File: src/rtl/serial_parallel_receiver_right.sv
// rtl/serial_parallel_receiver_right.sv - LSB-first serial-to-parallel receiver with start/clear framing
module serial_parallel_receiver_right #(
   parameter int WIDTH = 4
) (
   input  logic                       clock,
   input  logic                       reset,
   input  logic                       start,
   input  logic                       clear,
   input  logic                       s_valid,
   input  logic                       s_in,
   output logic [WIDTH-1:0]           data_out,
   output logic                       data_valid,
   output logic                       busy,
   output logic [$clog2(WIDTH):0]     bit_cnt
);

   localparam int CW = $clog2(WIDTH) + 1;
   localparam logic [CW-1:0] LAST_BIT = CW'(WIDTH - 1);

   typedef enum logic {
      IDLE  = 1'b0,
      SHIFT = 1'b1
   } state_t;

   state_t           state;
   logic [WIDTH-1:0] sh;
   logic [WIDTH-1:0] sh_next;

   // Next shift-register value: incoming bit enters at the MSB, so the first bit ends in bit 0.
   always_comb begin
      sh_next = {s_in, sh[WIDTH-1:1]};
   end

   // Frame FSM; clear beats start beats s_valid, and every output is a register.
   always_ff @(posedge clock or negedge reset) begin
      if (!reset) begin
         state      <= IDLE;
         sh         <= '0;
         bit_cnt    <= '0;
         data_out   <= '0;
         data_valid <= 1'b0;
         busy       <= 1'b0;
      end else begin
         data_valid <= 1'b0;
         if (clear) begin
            state   <= IDLE;
            busy    <= 1'b0;
            sh      <= '0;
            bit_cnt <= '0;
         end else if (start) begin
            // Also a restart when already shifting; any bit on this edge is dropped.
            state   <= SHIFT;
            busy    <= 1'b1;
            sh      <= '0;
            bit_cnt <= '0;
         end else if (state == SHIFT && s_valid) begin
            sh <= sh_next;
            if (bit_cnt == LAST_BIT) begin
               data_out   <= sh_next;
               data_valid <= 1'b1;
               bit_cnt    <= '0;
               state      <= IDLE;
               busy       <= 1'b0;
            end else begin
               bit_cnt <= bit_cnt + 1'b1;
            end
         end
      end
   end

endmodule

File: config.mk
export PLATFORM = sky130hd
export DESIGN_NAME = serial_parallel_receiver_right
export DESIGN_NICKNAME = d
export VERILOG_FILES = /design/src/rtl/serial_parallel_receiver_right.sv
export SDC_FILE = /design/constraint.sdc
export NUM_CORES = 1
export LEC_CHECK = 0
export ABC_AREA = 1
export BUFFER_PORTS_ARGS = -buffer_cell sky130_fd_sc_hd__buf_2
export CAP_MARGIN = 20
export CORE_MARGIN = 2
export CORE_UTILIZATION = 33
export CTS_CLUSTER_SIZE = 28
export DETAILED_ROUTE_END_ITERATION = 6
export GPL_TIMING_DRIVEN = 0
export MAX_ROUTING_LAYER = met4
export PLACE_DENSITY_LB_ADDON = 0.15
export SYNTH_ARGS = -nofsm -noshare
export SYNTH_HDL_FRONTEND = slang
export SYNTH_SLANG_ARGS = --single-unit
export TNS_END_PERCENT = 100
File: constraint.sdc
create_clock -name clock -period 2.56 [get_ports clock]
set_clock_uncertainty 0.2 [all_clocks]
set_input_delay 0 -clock clock [delete_from_list [all_inputs] [get_ports clock]]
set_output_delay 0 -clock clock [all_outputs]
set_load 0.05 [all_outputs]
==> results.md <==
Worst setup path:
- On the worst path, the slowest cell contributes a delay of between 700 and 800 ps.
- The kind of critical path is input port to flop.
- The register-to-register setup slack is between 300 and 400 ps.
- The largest individual stage delay along the critical path comes from the cell sky130_fd_sc_hd__dlygate4sd3_1.
- Data arrives at the worst endpoint at around 2400 ps.
- The nature of the critical path startpoint is an input port.
- Together, buffers and inverters on the worst path number 5.
- The peak fanout along the critical path is 8.
- The largest delay contributor family on the critical path is buffers and inverters.
- Walking the worst path, the cells encountered are dlygate4sd3_1 > buf_2 > nor2_4 > dlygate4sd3_1 > nand2_1 > inv_2 > nand2_1 > nand2_1 > dlygate4sd3_1.
- The endpoint class of the critical path is a flop.
- Data on the critical path is required at its endpoint by ~2600 ps.

Final layout:
- The post-route standard cell area excluding fillers is between 700 and 800 µm².
- The repair_antennas step left the layout with diodes totalling 0.
- The final layout net count is slightly below 100.
- The number of standard cells in the layout, taps in and fillers out is 107.
- Counting the fill cells in the layout gives 151.
- The area added between synthesis and finish is 41.3%.
- The area occupied by multi-input gates is ~190 µm².
- Of the cells placed in the final design, the portion with a size suffix greater than 1 is 0.231.
- The total area of sequential cells is about 300 µm².

Timing:
- The worst hold slack is ~270 ps.
- The count of final hold-check violations was 0.
- The headroom to the max-slew limit is 0.640.
- For the final routed database, the setup TNS stands at 0 ps.
- The maximum frequency from static timing analysis is between 400 and 500 MHz.
- The routed design could run at a clock period as short as between 2000 and 2500 ps.
- The final-report setup violation count is 0.
- The max-slew violation count is 0.
- Dividing the final minimum period by the clock period gives 0.925.
- Setup repair after global routing left no endpoint under its margin.
- For the pin with the worst max-slew slack, the measured transition is around 540 ps.

Floorplan:
- The x dimension of the die is 43.9 µm.
- The core region is ~1500 µm².
- The die is ~44 µm tall.
- After floorplanning, the core was divided into 14 placement rows.
- The die covers approximately 1900 µm².
- The initial utilization of the core area, before any placement, comes to 0.352.
- For this design the top-level I/O count stands at 15.

Synth:
- Dividing the synthesized area by the synthesized cell count gives around 8.2 µm².
- The number of nets in the synthesized netlist is 71.
- Yosys printed 0 warnings.
- The cell type with the highest aggregate area in the netlist is sky130_fd_sc_hd__dfrtp_1.
- By area the synthesized netlist is led by sky130_fd_sc_hd__dfrtp_1, sky130_fd_sc_hd__nand2_1, sky130_fd_sc_hd__nand3_1.
- For this run, the register share of the synthesized area comes to 0.573.
- Counting instances in the post-synthesis netlist gives the leading cell types as sky130_fd_sc_hd__nand2_1, sky130_fd_sc_hd__dfrtp_1, sky130_fd_sc_hd__inv_1, sky130_fd_sc_hd__nand3_1, sky130_fd_sc_hd__nor2_1.
- The proportion of register bits with asynchronous set or reset after synthesis is 1.00.
- The synthesized design contains 12 register bits.
- After synthesis, the netlist uses 10 different library cells.
- In this run, synthesis inferred 0 flip-flops with an integrated enable.
- Among all cell types in the netlist, the one instantiated most often is sky130_fd_sc_hd__nand2_1.
- Among all flip-flop cells after synthesis, the most frequent one is sky130_fd_sc_hd__dfrtp_1.
- In the synthesized netlist, the number of instances is 64.
- The area share of the leading cell type in the synthesized netlist is 0.573.
- After synthesis the cells add up to roughly 520 µm².

Placement:
- The post-placement cell count is 94.
- Once detailed placement completed, the half-perimeter wirelength came to around 760 µm.
- Routability-driven placement finished with a final weighted congestion of around 0.73.
- The number of port buffers is 14.
- Summing all placed instances gives a cell area of approximately 610 µm².

Clock tree:
- After clock tree synthesis, the clock-pin slew on the worst setup and hold paths is 80 ps.
- The later pin in the worst-skew pair is clocked with a latency of around 270 ps.
- The tree is rooted in a sky130_fd_sc_hd__clkbuf_4.
- Counting every sink on the clock net gives 12.
- The post-CTS setup buffer count is 0.
- The clock passes through at most 2 buffers.
- The CTS buffer count is 3.
- The TritonCTS clock tree is done.
- In this run the number of H-tree levels came out at 1.

Min path:
- The path class of the tightest hold or removal check is flop to flop.

Run status:
- The flow ran to the end, and the final reports show no timing, DRC or antenna violations.

Power and ir drop:
- Of the total power, the clock network draws 0.391.
- Dividing total power by cell area gives a power density of between 500 and 600 nW/µm².
- The static leakage is around 0.45 nW.
- The internal portion of the total power is between 0.0002 and 0.0003 W.
- The part of the total power dissipated in sequential elements is 0.505.
- The worst supply voltage drop on vdd is about 0.24 mV.
- The switching part of the total is 0.234.
- The switching power of the nets is about 0.000090 W.
- The combinational share of power is 0.104.

Global routing:
- Summed over all layers, the global routing overflow is 0.
- For this run, the total global-route usage over all layers was measured as 0.144.
- The number of antenna violations at the first check in global routing is 0.
- The first global-routing pass estimated about 1.9 mm of wire.
- The pin count of the biggest net entering global routing is 13.
- The via count of the first global-routing pass is about 460.

Flow run:
- Across the run, the number of max-cap violations was 0.

Detailed routing:
- The number of nets with antenna violations after detailed routing is 0.
- The detailed router finished its first iteration with 2 violations.
- The iteration count of the initial detailed-routing pass is 4.
- The detailed-route wire length per cell is slightly above 10 µm.
- After detailed routing, the number of remaining DRC violations is 0.
- Using the TritonRoute via totals, the vias-per-cell ratio works out to roughly 4.6.
- The via count is around 490.
- The final wirelength is ~1.1 mm.
==> power groups by stage <==
stage	Clock [W]	Combinational [W]	Sequential (W)
after detailed placement	0	0.0000319	0.000198
after floorplan	0	0.0000106	0.000205
after global routing	0.000166	0.0000449	0.000194
final	0.000150	0.0000399	0.000194
after CTS	0.000155	0.0000407	0.000194
after global placement	0	0.0000315	0.000197
==> timing repair <==
action | in CTS | in global routing
hold endpoints to repair | 24 | 0
hold buffers | 9 | 0
gates resized for setup | 0 | 0
==> layer usage <==
| layer | global-route usage | wire length (µm) |
|---|---|---|
| met1 | 0.169 | 466 |
| met2 | 0.218 | 547 |
| met3 | 0.0250 | 44 |
| met4 | 0.109 | 26 |
| met5 | - | 0 |
==> sequential cells by signal, summed over array words and instances (netlist names) <==
| register | cells |
|---|---|
| data_out | 4 |
| bit_cnt | 3 |
| sh | 3 |
| data_valid | 1 |
| state | 1 |
==> tightest hold or removal path, delay by kind of cell (launching register included) <==
| kind | cells | cell delay (ps) |
|---|---|---|
| flip-flops | 1 | 340 |
| AND/OR/NAND/NOR | 2 | 100 |
==> cells in the final DEF, fill, tap and decap left out, types with 2 or more instances in the layout <==
cell type | Yosys | routed
sky130_fd_sc_hd__buf_2 | 0 | 14
sky130_fd_sc_hd__nand3_1 | 7 | 7
sky130_fd_sc_hd__nor2_1 | 2 | 2
sky130_fd_sc_hd__clkbuf_4 | 0 | 3
sky130_fd_sc_hd__dlygate4sd3_1 | 0 | 9
sky130_fd_sc_hd__inv_1 | 7 | 7
sky130_fd_sc_hd__nand2_1 | 31 | 31
sky130_fd_sc_hd__dfrtp_1 | 12 | 12
==> layout make-up <==
class,count,area share
inverters,8,0.0405
multi-input cells,44,0.262
repair buffers,23,0.216
clock buffers,4,0.0490
flip-flops and latches,12,0.405
well taps,16,0.0270
==> final timing paths <==
kind / from / to / cells past startpoint
worst max-delay path: clear / sh[3]$_DFFE_PN0P_ / 9
worst min-delay path: data_out[3]$_DFFE_PN0P_ / data_out[3]$_DFFE_PN0P_ / 2
worst max register to register: state$_DFFE_PN0P_ / sh[3]$_DFFE_PN0P_ / 6
worst min register to register: data_out[3]$_DFFE_PN0P_ / data_out[3]$_DFFE_PN0P_ / 2
max in group asynchronous: reset / data_out[2]$_DFFE_PN0P_ / 3
min in group asynchronous: reset / bit_cnt[1]$_DFFE_PN0P_ / 3
==> through the flow <==
stage	setup slack [ps]	power, W	utilization
floorplan	966	0.000216	-
global placement	1160	0.000229	0.413
detailed placement	1160	0.000229	0.413
CTS	201	0.000389	0.497
global route	56.8	0.000405	0.497
finish	192	0.000384	0.497
==> kinds of logic after synthesis <==
logic type | count (synthesis) | share of synthesized area
AND/OR/NAND/NOR | 42 | 0.337
flip-flops | 12 | 0.573
adder cells (fa/ha/maj) | 1 | 0.0239
buffers and inverters | 8 | 0.0573
AO/OA/AOI/OAI | 1 | 0.00954
(Power assumes the default switching activity.)
